**config.mk**
```make
export PLATFORM = sky130hd
export DESIGN_NAME = pc_sequencer
export DESIGN_NICKNAME = d
export VERILOG_FILES = /design/src/rtl/pc_sequencer.sv
export SDC_FILE = /design/constraint.sdc
export NUM_CORES = 1
export LEC_CHECK = 0
export CAP_MARGIN = 20
export CORE_ASPECT_RATIO = 0.7
export CORE_MARGIN = 3
export CORE_UTILIZATION = 39
export DETAILED_ROUTE_END_ITERATION = 7
export PLACE_DENSITY = 0.87
export SLEW_MARGIN = 40
export SYNTH_ARGS = -nofsm -noshare
export SYNTH_HDL_FRONTEND = slang
export SYNTH_SLANG_ARGS = --single-unit
```
**constraint.sdc**
```tcl
create_clock -name clk -period 5.3 [get_ports clk]
set_input_delay 1.06 -clock clk [delete_from_list [all_inputs] [get_ports clk]]
set_output_delay 1.06 -clock clk [all_outputs]
set_load 0.02 [all_outputs]
```
**src/rtl/pc_sequencer.sv**
```systemverilog
// RV32I program-counter sequencer: fetch / execute / PC update with next-PC selection.
// Optional MISALIGN_TRAP_EN: misaligned control-flow targets divert to TRAP_VEC instead of retiring.
module pc_sequencer #(
   parameter logic [31:0] RESET_PC = 32'h0000_0000,
   parameter logic [31:0] TRAP_VEC = 32'h0000_0100
) (
   input  logic        clk,
   input  logic        rst_n,
   output logic        imem_req,
   output logic [31:0] imem_addr,
   input  logic        imem_ready,
   input  logic [31:0] imem_rdata,
   output logic [31:0] instr,
   output logic        instr_valid,
   output logic [31:0] pc,
   output logic [31:0] link_addr,
   input  logic        stall,
   input  logic        is_branch,
   input  logic        br_taken,
   input  logic        is_jal,
   input  logic        is_jalr,
   input  logic [31:0] sb_target,
   input  logic [31:0] uj_target,
   input  logic [31:0] jalr_base,
   output logic        retire,
   output logic        trap,
   output logic [31:0] trap_pc
);

   // state   | meaning
   // S_IDLE  | one cycle after reset before the first fetch
   // S_FETCH | imem request outstanding, waiting for imem_ready
   // S_EXEC  | instruction held for the datapath, retires when stall is low
   // S_TRAP  | misaligned target reported, pc already at TRAP_VEC (macro only)
   typedef enum logic [1:0] {
      S_IDLE  = 2'd0,
      S_FETCH = 2'd1,
      S_EXEC  = 2'd2
`ifdef MISALIGN_TRAP_EN
      , S_TRAP = 2'd3
`endif
   } state_t;

   if ((RESET_PC[1:0] != 2'b00) || (TRAP_VEC[1:0] != 2'b00)) begin : g_bad_vec
      $error("pc_sequencer: RESET_PC and TRAP_VEC must be word aligned");
   end

   state_t      state;
   state_t      state_nxt;
   logic [31:0] pc_plus4;
   logic [31:0] tgt;
   logic        use_tgt;
   logic [31:0] next_pc;
   logic        misalign;
   logic [31:0] pc_nxt;
   logic        pc_load;
   logic        instr_load;

   assign pc_plus4 = pc + 32'd4;

   always_comb begin
      tgt     = pc_plus4;
      use_tgt = 1'b0;
      if (is_jalr) begin
         tgt     = {jalr_base[31:1], 1'b0};
         use_tgt = 1'b1;
      end else if (is_jal) begin
         tgt     = uj_target;
         use_tgt = 1'b1;
      end else if (is_branch && br_taken) begin
         tgt     = sb_target;
         use_tgt = 1'b1;
      end
   end

`ifdef MISALIGN_TRAP_EN
   logic trap_load;

   assign misalign = use_tgt & tgt[1];
   assign next_pc  = tgt;
   assign trap     = (state == S_TRAP);

   always_ff @(posedge clk) begin
      if (!rst_n) begin
         trap_pc <= '0;
      end else if (trap_load) begin
         trap_pc <= pc;
      end
   end
`else
   // Without the trap, low target bits are simply dropped so the PC stays word aligned.
   assign misalign = 1'b0;
   assign next_pc  = use_tgt ? {tgt[31:2], 2'b00} : pc_plus4;
   assign trap     = 1'b0;
   assign trap_pc  = '0;
`endif

   always_comb begin
      state_nxt  = state;
      pc_nxt     = next_pc;
      pc_load    = 1'b0;
      instr_load = 1'b0;
`ifdef MISALIGN_TRAP_EN
      trap_load  = 1'b0;
`endif
      case (state)
         S_IDLE: begin
            state_nxt = S_FETCH;
         end
         S_FETCH: begin
            if (imem_ready) begin
               instr_load = 1'b1;
               state_nxt  = S_EXEC;
            end
         end
         S_EXEC: begin
            if (!stall) begin
               pc_load   = 1'b1;
               state_nxt = S_FETCH;
`ifdef MISALIGN_TRAP_EN
               if (misalign) begin
                  pc_nxt    = TRAP_VEC;
                  trap_load = 1'b1;
                  state_nxt = S_TRAP;
               end
`endif
            end
         end
`ifdef MISALIGN_TRAP_EN
         S_TRAP: begin
            state_nxt = S_FETCH;
         end
`endif
         default: begin
            state_nxt = S_IDLE;
         end
      endcase
   end

   always_ff @(posedge clk) begin
      if (!rst_n) begin
         state <= S_IDLE;
         pc    <= RESET_PC;
         instr <= '0;
      end else begin
         state <= state_nxt;
         if (pc_load) begin
            pc <= pc_nxt;
         end
         if (instr_load) begin
            instr <= imem_rdata;
         end
      end
   end

   assign imem_req    = (state == S_FETCH);
   assign imem_addr   = imem_req ? pc : '0;
   assign instr_valid = (state == S_EXEC);
   assign link_addr   = pc_plus4;
   assign retire      = (state == S_EXEC) && !stall && !misalign;

endmodule
```
* Word-level counts from Yosys, hierarchy flattened
Cells that the tools add are included.
** Word-level totals
- Bits in registers :: 66
- Input bits :: 136
** Cells by class
- Add/subtract/negate cells :: 1
- Reduce and logical (&&, ||, !) cells :: 5
- Equality and inequality tests :: 4
- Muxes and demuxes :: 15
** Operators with widths (number)
- 32-bit two-way mux :: 5
- 32-bit by 3-bit adder with 32-bit output, second input constant :: 1
- 1-bit two-way mux :: 7
- 2-bit case mux with 3 select lines :: 1
- 2-bit two-way mux :: 2
- 2-bit by 1-bit == test with 1-bit output, second input constant :: 1
- 2-bit == test, second input constant :: 1
- 1-bit logical AND :: 2
- 2-bit logical NOT :: 1
- 2-bit by 1-bit inequality test with 1-bit output, second input constant :: 1
- 2-bit inequality test, second input constant :: 1
- 2-bit AND reduction :: 1
- 1-bit logical NOT :: 1

* Longest topological paths before layout
Gate-level depths: netlist of the first run.
- Depth in word-level cells :: 5
- Depth in mapped cells :: 8
- Mapped depth without buffers :: 6

* Worst setup path before layout of the first run
Ideal clock, no wire load.
- Path kind :: register to output
- Start :: register pc[2]
- End :: output port link_addr[22]
- Path buffers :: 1
- Cell stages (with the launch flop) :: 7
- Arrival :: 1968 ps
- Required time :: 4240 ps
- Slack :: 2272 ps
- Path through :: dfxtp_1 ha_1 nand3_1 nor4_4 buf_6 nand4_1 xnor2_1
** Between the ends
- Word-level cells in the longest chain between the ends :: 1
** Ends and longest elaborated chain
- start: declaration :: RTL line 15 : output logic [31:0] pc,
- start signal: assignment :: RTL line 148 : pc <= pc_nxt;
- 32-bit by 3-bit adder with 32-bit output :: RTL line 59 : assign pc_plus4 = pc + 32'd4;
- end: declaration :: RTL line 16 : output logic [31:0] link_addr,
No other way between the ends.

* Worst setup path in the final report of the first run
- Start :: register pc[2]
- End :: output port link_addr[24]
Same word-level chain as after synthesis.

==> results of run 1 <==
[power breakdown]
part	internal (mW)	total [mW]	switching (mW)
clock	0.314	0.528	0.215
combinational	0.159	0.328	0.169
sequential	0.498	0.514	0.0155
[cell type report]
type | instances | area, um2
Clock inverter | 6 | 36.3
Sequential cell | 64 | 1280
Inverter | 14 | 57.6
Fill cell | 940 | 3580
Tap cell | 148 | 185
Timing Repair Buffer | 261 | 2590
Clock buffer | 10 | 229
Multi-Input combinational cell | 493 | 2750
[layout by cell type (no fill, tap or decap), types with 3 or more instances in the layout]
cell type          n
a21oi_1           77
a221oi_1           7
a22oi_1            4
a31oi_1            5
a32o_1             3
and2_1            33
and3_1             8
buf_4              8
clkbuf_16          9
clkdlybuf4s50_1  253
clkinv_2           4
conb_1            39
dfxtp_1           64
inv_1             12
mux2i_1            4
nand2_1           98
nand2b_1           3
nand3_1           16
nand4_1           16
nor2_1            34
nor3_1             8
o211ai_1           5
o21a_1             8
o21ai_0           41
o22ai_1            9
o2bb2ai_1          3
o31ai_1            3
xnor2_1           19
xor2_1             9
[cells by family (layout without fill, tap and decap cells)]
kind of cell	Yosys count	count (layout)
AOI/OAI and AO/OA	181	181
xor gates and xnor gates	28	28
adders and majority gates	1	1
buffers and inverters	101	291
DFF	64	64
muxes	4	4
other	1	39
and+or+nand+nor	240	240
[worst register-to-register path, stage by stage, from the launching register on]
cell     delay, ps
dfxtp_1        460
ha_1           320
nand3_1        240
nor4_4         430
buf_4          280
and4_1         270
mux2i_1        240
a21oi_1        100
[through the flow]
step                      std cells  hold WS [ps]  utilization
after floorplan                 658           535            -
after global routing            996           474        0.666
after global placement          979           441        0.639
after detailed placement        979           446        0.640
final                           996           451        0.666
after CTS                       995           454        0.665
[Yosys cell counts, types with 7 or more instances]
cell and instances:
buf_2 14, o21a_1 8, o22ai_1 9, nand3_1 16
nand2_1 99, dfxtp_1 64, nor2_1 35, and2_1 34
o21ai_0 41, clkbuf_1 27, nand4_1 16, a21oi_1 77
xnor2_1 19, and3_1 8, xor2_1 9, inv_1 12
a221oi_1 7, buf_4 40, nor3_1 8
[flip-flops by register name, indices dropped and copies added, names as in the netlist]
name	flops
instr	32
pc	30
state	2
[worst max path at each step]
stage,startpoint,endpoint,cells after the start
6_report,pc[2],link_addr[24],7
5_1_grt,pc[2],link_addr[26],7
4_1_cts,pc[2],link_addr[24],6
3_5_place_dp,pc[2],link_addr[24],6
3_3_place_gp,pc[2],link_addr[24],6
2_1_floorplan,pc[2],link_addr[22],6
[routing by layer]
layer / up-vias / wire (um)
met3: 25 / 1980
met5: - / 0
li1: 2536 / -
met2: 318 / 8350
met1: 2491 / 7540
met4: 0 / 268
==> summary.txt, run 1 <==
Status
  – Status: finished clean

Synth
  – Synth Area in XOR/XNOR: 0.0552
  – Main synth FF type: dfxtp_1
  – Area leader, netlist: dfxtp_1
  – Post-synthesis mux area share: 0.00901
  – Simple-gate share of the synthesized area: 0.270
  – Synth Area in Compound Gates: 0.246
  – Post-synth EDFFs: 0
  – Netlist cell types: 63
  – Fraction of the yosys area taken by sequential cells: 0.288
  – Main combinational cell family by area after synthesis: simple AND/OR/NAND/NOR gates
  – #FFs+latches synth: 64
  – Share of synthesized registers carrying an async set or reset: 0
  – Post-Synth Adder-Cell Area: 0.00282
  – Area contributors post-synth: dfxtp_1 (29%), a21oi_1 (8.7%), nand2_1 (8.4%)
  – Mean Syn Cell Area: 7.17 um2
  – Synth Instances: 620
  – Synth warn: 0
  – Post-synth top area share: 0.288
  – Mapped Area: 4440 um2

Power and ir drop
  – Power Density: 192 nW/um2
  – Peak VDD IR: 0.170 mV
  – Tot Pwr: approximately 1.4 mW
  – Static Leak: roughly 2.6 nW

Cells and area
  – Finished Cell Area: 7130 um2
  – P&R area growth vs syn: 60.4%
  – Share of cells above drive strength 1: 0.0425
  – Ant diodes: 0
  – Nets: ~1,000

STA
  – Final hold violations: 0
  – Final period util: 0.786
  – Max transition margin: 0.417
  – F_max: 240 MHz
  – Worst Tran Pin Value: just under 900 ps
  – Minimum clock period: 4160 ps
  – TNS Setup: 0 ps
  – RSZ-0062 raised after global routing: no
  – Final worst slack: 1140 ps
  – Setup violators final: 0
  – Max-slew violation count: 0
  – Worst Skew: 6.18 ps

Placed design
  – Pre-CTS WS: between 1000 and 1500 ps
  – Placer congestion estimate: slightly below 0.9
  – DP HPWL: 13.6 mm
  – IO Port Bufs: 254
  – Cell Area, Placed: around 7000 um2

Global route
  – Maximum number of pins on one net before global-route repair: 57
  – Antenna violations before repair: 0
  – Global Route met1 Usage: 0.360
  – GR peak layer: met2
  – Met3 Track Usage GR: 0.0807
  – M2 GR Usage: 0.450
  – Grt ovf: 0
  – Number of global-route vias before repair: 4,976
  – GRT Util Overall: 0.274
  – First-pass GRT wire length: 27.3 mm

Drt
  – Iter 0 DRT Violations: 421
  – DRT Wirelength: 18.1 mm
  – Via density: 5.39
  – WL/cell: 18.2 um
  – Via count: 5,370
  – Post-route DRC: 0
  – Drt pass-1 iters: 5
  – ANT nets after route: 0

Setup path
  – Critical Path Slowest Stage Cell: clkdlybuf4s50_1
  – Path depth of the worst reg2reg path: 7
  – Crit path launch type: flop
  – Worst-path cell chain: ha_1, nand3_1, nor4_4, buf_4, and4_1, xor2_1, clkdlybuf4s50_1
  – Req. time, crit path: between 4000 and 5000 ps
  – R2R setup slack: between 2000 and 3000 ps
  – Reg2reg end: pc[24]
  – Crit path DAT: ~3100 ps
  – Top Family by Delay on Critical Path: simple AND/OR/NAND/NOR gates
  – WP buf/inv: 2
  – Setup CP Type: reg -> out
  – Crit path capture type: primary output
  – Max incr delay on CP: 620 ps
  – Reg2reg start: pc[2]
  – Worst-path fanout max: 10

Floorplan
  – # rows: 31
  – Die Ht: 95.3 um
  – Initial Util: 0.415
  – Die width: 134 um
  – # IOs: 300
  – Die ar.: ~13,000 um2
  – Core Footprint: 10,700 um2

Clocking
  – H-tree levels: 3
  – Clock net sink count: 64
  – Clock latency on the worst-skew pair: 320 ps
  – Clock-pin slew on the worst setup and hold paths: 50 ps
  – TritonCTS Buffers: 9
  – Post-CTS setup buffers: 0
  – Max Root-Sink Buffers: 2
  – Post-CTS Hold Fix Bufs: 0
  – CTS tree: done
  – CTS resizes: 0
  – CTS Root Cell: clkbuf_16

Hold path
  – Worst Hold Endpoint: instr[0]
  – Hold_sp: instr[0]
  – Hold Crit Depth: 2
  – HP Class: reg -> reg

Flow run
  – Max-cap viol count: 0
Note: power is estimated with default switching activity, not from simulation.
==> run 2, diff against run 1 <==
--- a/config.mk
+++ b/config.mk
@@ -8,9 +8,9 @@
 export CAP_MARGIN = 20
 export CORE_ASPECT_RATIO = 0.7
 export CORE_MARGIN = 3
-export CORE_UTILIZATION = 39
+export CORE_UTILIZATION = 33
 export DETAILED_ROUTE_END_ITERATION = 7
-export PLACE_DENSITY = 0.87
+export PLACE_DENSITY = 0.78
 export SLEW_MARGIN = 40
 export SYNTH_ARGS = -nofsm -noshare
 export SYNTH_HDL_FRONTEND = slang
==> constraint.sdc (replaced) <==
create_clock -name clk -period 3.5 [get_ports clk]
set_input_delay 0.7 -clock clk [delete_from_list [all_inputs] [get_ports clk]]
set_output_delay 0.7 -clock clk [all_outputs]
set_load 0.02 [all_outputs]
==> run 2 against run 1 <==
Against the previous run: non-clock buffer count grew 13; clock power is 100% higher; die area is 17% higher; hold slack improved by 1.6 ps; critical path type unchanged; largest cell class unchanged; largest power group unchanged.
==> summary.txt, run 2 (synthesis gave the netlist of run 1 again) <==
Status
  – Status: finished clean

Drt
  – Via density: 5.11
  – WL/cell: approximately 17 um
  – Met2 wire len: roughly 8.4 mm
  – M1 WL: 7.73 mm
  – Post-route DRC: 0
  – Max Used Layer: met4
  – Iter 0 DRT Violations: 254
  – ANT nets after route: 0
  – DRT Wirelength: 18.1 mm
  – Drt pass-1 iters: 5
  – WL met3: 1.68 mm
  – Via count: 5,320

Clocking
  – Clock latency on the worst-skew pair: between 300 and 400 ps
  – Clock net sink count: 64
  – TritonCTS Buffers: 9
  – CTS tree: done
  – Clock-pin slew on the worst setup and hold paths: 60 ps
  – Post-CTS Hold Fix Bufs: 0
  – H-tree levels: 3
  – CTS Root Cell: clkbuf_16
  – Max Root-Sink Buffers: 2
  – Post-CTS setup buffers: 0

Cells and area
  – Leading cell types in the layout, fill and taps excluded: clkdlybuf4s50_1 (245), nand2_1 (99), a21oi_1 (77)
  – Area of the multi-input gates: 2740 um2
  – Nets: 993
  – Finished Cell Area: 7350 um2
  – Reg area: 1280 um2
  – Top Registers: instr x32, pc x30, state x2
  – P&R area growth vs syn: 65.4%
  – Final std cells w/o fill: 1,041
  – Largest register by flop count: instr
  – # fillers: 1,235
  – Final Util: 0.574
  – Most common cell after layout, fill and taps aside: clkdlybuf4s50_1
  – Ant diodes: 0
  – Largest register FFs: 32
  – Share of cells above drive strength 1: 0.0557

Setup path
  – Crit path launch type: flop
  – Req. time, crit path: 2800 ps
  – Setup CP Type: reg -> out
  – Crit path DAT: 2690 ps
  – Crit path capture type: primary output
  – Worst-path fanout max: 9
  – Path depth of the worst reg2reg path: 7

Floorplan
  – Die Ht: 103 um
  – Die width: 145 um
  – Core Footprint: 12,800 um2
  – # IOs: 300
  – Die ar.: 14,900 um2
  – Initial Util: 0.347
  – # rows: 34

Power and ir drop
  – Tot Pwr: 2.34 mW
  – Peak VDD IR: ~0.26 mV
  – Static Leak: 2.82 nW
  – Power Density: 319 nW/um2

Placed design
  – Placer congestion estimate: 0.840
  – Pre-CTS WS: roughly 320 ps
  – Inst Count DP: between 1,000 and 1,500
  – DP HPWL: 13.9 mm
  – IO Port Bufs: 254
  – Cell Area, Placed: 6990 um2

Global route
  – First-pass GRT wire length: 26.0 mm
  – Grt ovf: 0
  – Number of global-route vias before repair: 4,858
  – Antenna violations before repair: 0
  – Maximum number of pins on one net before global-route repair: 42
  – GRT Util Overall: 0.227

STA
  – Worst Skew: 3.80 ps
  – RSZ-0062 raised after global routing: no
  – Final period util: 0.967
  – Max transition margin: 0.590
  – F_max: 295 MHz
  – Minimum clock period: 3390 ps
  – Setup violators final: 0
  – Final hold violations: 0
  – TNS Setup: 0 ps
  – Max-slew violation count: 0
  – Final worst slack: 115 ps
  – Final Hold Slack: 453 ps
  – Worst Tran Pin Value: 615 ps

Flow run
  – Max-cap viol count: 0

Hold path
  – HP Class: reg -> reg
  – Hold Crit Depth: 2
-- run 2: where the power goes --
group	internal [mW]	switching (mW)
clock network	0.719	0.343
logic	0.247	0.257
registers	0.754	0.0229
total	1.72	0.623
-- run 2: routing by layer --
layer / track usage / vias to the layer above
li1: - / 2567
met1: 0.298 / 2484
met2: 0.375 / 254
met3: 0.0621 / 15
met4: 0.0495 / 0
met5: 0 / -
-- run 2: area by class of cell --
cell class / count / share of cell area
Inverter: 14 / 0.00783
Tap cell: 180 / 0.0306
Clock inverter: 6 / 0.0157
Timing Repair Buffer: 274 / 0.366
Multi-Input combinational cell: 493 / 0.373
Clock buffer: 10 / 0.0325
Sequential cell: 64 / 0.174
-- run 2: path summary, 6_finish.rpt --
| check | start | end | slack (ps) |
|---|---|---|---|
| hold reg to reg | instr[10] | instr[10] | 450 |
| hold / removal | instr[10] | instr[10] | 450 |
| setup / recovery | pc[4] | link_addr[13] | 110 |
| setup reg to reg | pc[3] | pc[18] | 1340 |
-- run 2: worst max-delay path, cell delays in order, from the launching register on --
cell and delay [ps]:
dfxtp_1 500, nand4_1 300, nor3_1 490, and3_1 290
xor2_1 150, clkdlybuf4s50_1 630
-- run 2: timing repair --
| action | in CTS | in global routing |
|---|---|---|
| gates cloned | 0 | 0 |
| gates resized for setup | 5 | 4 |
| endpoints found under the hold margin | 0 | 0 |
| setup endpoints to repair | 5 | 3 |
==> run 3, diff against run 2 <==
--- a/config.mk
+++ b/config.mk
@@ -6,7 +6,6 @@
 export NUM_CORES = 1
 export LEC_CHECK = 0
 export CAP_MARGIN = 20
-export CORE_ASPECT_RATIO = 0.7
 export CORE_MARGIN = 3
 export CORE_UTILIZATION = 33
 export DETAILED_ROUTE_END_ITERATION = 7
==> run 3 against run 2 <==
Against the previous run: clock power is 9% lower; maximum frequency is 1.2% higher; critical path type unchanged; clock skew grew 2.0 ps; total power is 4.4% lower; routed wire length fell by 0.13%; design area fell by 0.44%; die area shrank 0.14%; critical path depth increased by 2; global-route usage increased by 0.28 points.
==> summary.txt, run 3 (synthesis gave the netlist of run 1 again) <==
Cells and area
  – Nets: approximately 990
  – P&R area growth vs syn: 64.7%
  – Ant diodes: 0
  – Largest register FFs: 32
  – Top Registers: instr x32, pc x30, state x2
  – Share of cells above drive strength 1: 0.0558
  – # fillers: 1,212
  – Leading cell types in the layout, fill and taps excluded: clkdlybuf4s50_1 (246), nand2_1 (98), a21oi_1 (77)
  – Most common cell after layout, fill and taps aside: clkdlybuf4s50_1
  – Largest register by flop count: instr

Clocking
  – Clock latency on the worst-skew pair: 330 ps
  – H-tree levels: 3
  – CTS Root Cell: clkbuf_16
  – Max Root-Sink Buffers: 2
  – CTS resizes: 0
  – CTS tree: done
  – Post-CTS setup buffers: 0
  – Post-CTS Hold Fix Bufs: 0
  – Clock net sink count: between 60 and 70
  – TritonCTS Buffers: 9
  – Clock-pin slew on the worst setup and hold paths: 60 ps

Power and ir drop
  – Sw Share: 0.278
  – Seq pwr share: 0.347
  – Static Leak: 2.86 nW
  – Power Density: 306 nW/um2
  – Internal: 1.62 mW
  – Comb pwr share: 0.224
  – Tot Pwr: 2.24 mW
  – Clock power share: 0.429
  – Peak VDD IR: between 0.15 and 0.2 mV
  – Switching power total: 0.622 mW

STA
  – Max-slew violation count: 0
  – Worst Skew: 5.81 ps
  – Max transition margin: 0.568
  – Final hold violations: 0
  – F_max: between 200 and 300 MHz
  – Final period util: 0.956
  – RSZ-0062 raised after global routing: no
  – Setup violators final: 0
  – Final Hold Slack: 451 ps
  – Minimum clock period: 3350 ps
  – TNS Setup: 0 ps
  – Worst Tran Pin Value: 646 ps

Drt
  – Via density: 5.12
  – Post-route DRC: 0
  – ANT nets after route: 0
  – Via count: 5,287
  – Drt pass-1 iters: 5
  – Iter 0 DRT Violations: approximately 430
  – DRT Wirelength: 18.0 mm
  – WL/cell: 17.5 um

Placed design
  – IO Port Bufs: roughly 250
  – Placer congestion estimate: between 0.8 and 0.9
  – DP HPWL: 13.4 mm

Status
  – Status: finished clean

Floorplan
  – Core Footprint: ~13,000 um2
  – Die ar.: 14,900 um2
  – Die Ht: 122 um
  – Die width: 122 um
  – Initial Util: 0.345
  – # rows: 41
  – # IOs: 300

Setup path
  – Crit path DAT: approximately 2700 ps
  – Req. time, crit path: 2800 ps
  – Setup CP Type: reg -> out
  – Crit path launch type: flop
  – Worst-path fanout max: 13
  – Crit path capture type: primary output

Global route
  – Antenna violations before repair: 0
  – Maximum number of pins on one net before global-route repair: 42
  – Number of global-route vias before repair: approximately 4,900
  – First-pass GRT wire length: between 20 and 30 mm
  – Grt ovf: 0
  – GRT Util Overall: 0.230

Hold path
  – HP Class: reg -> reg

Flow run
  – Max-cap viol count: 0
[run 3: layout make-up]
cell class | count | area (um2) | share of cell area
inverters | 14 | 57.6 | 0.00787
multi-input cells | 493 | 2740 | 0.375
repair buffers | 274 | 2710 | 0.370
clock inverters | 6 | 83.8 | 0.0115
flip-flops and latches | 64 | 1280 | 0.175
clock buffers | 9 | 225 | 0.0308
well taps | 172 | 215 | 0.0294
[run 3: power groups by stage]
| stage | clock [mW] | sequential, mW | combinational, mW |
|---|---|---|---|
| after floorplan | 0 | 0.817 | 0.233 |
| after global placement | 0 | 0.791 | 0.497 |
| after detailed placement | 0 | 0.792 | 0.499 |
| after CTS | 0.978 | 0.776 | 0.502 |
| after global routing | 1.01 | 0.780 | 0.536 |
| final | 0.962 | 0.776 | 0.502 |
[run 3: final timing paths]
kind,start,to,slack (ps),cells after the start
setup / recovery,pc[3],link_addr[22],150,7
hold / removal,instr[8],instr[8],450,2
hold reg to reg,instr[8],instr[8],450,2
setup reg to reg,pc[3],pc[18],1440,7
[run 3: layer usage]
layer  up-vias  track usage  part of all wire
li1       2560            -                 -
met1      2421        0.290              0.41
met2       269        0.382              0.48
met3        37       0.0464             0.081
met4         0       0.0952             0.030
met5         -            0                 0
[run 3: metrics by stage]
stage                     area (um2)  setup WS, ps  std cells   util
after floorplan                 4590           832        658      -
final                           7320           154       1032  0.568
after global placement          6980           401       1017  0.542
after CTS                       7290          8.77       1032  0.566
after detailed placement        6980           364       1017  0.542
after global routing            7320          4.46       1032  0.568
[run 3: worst max-delay path, stage by stage, from the launching register on]
cell and delay [ps]:
dfxtp_1 430, ha_2 260, nand3_1 200, nor4_4 270, buf_6 210, nand4_1 150, xnor2_1 160, clkdlybuf4s50_1 630
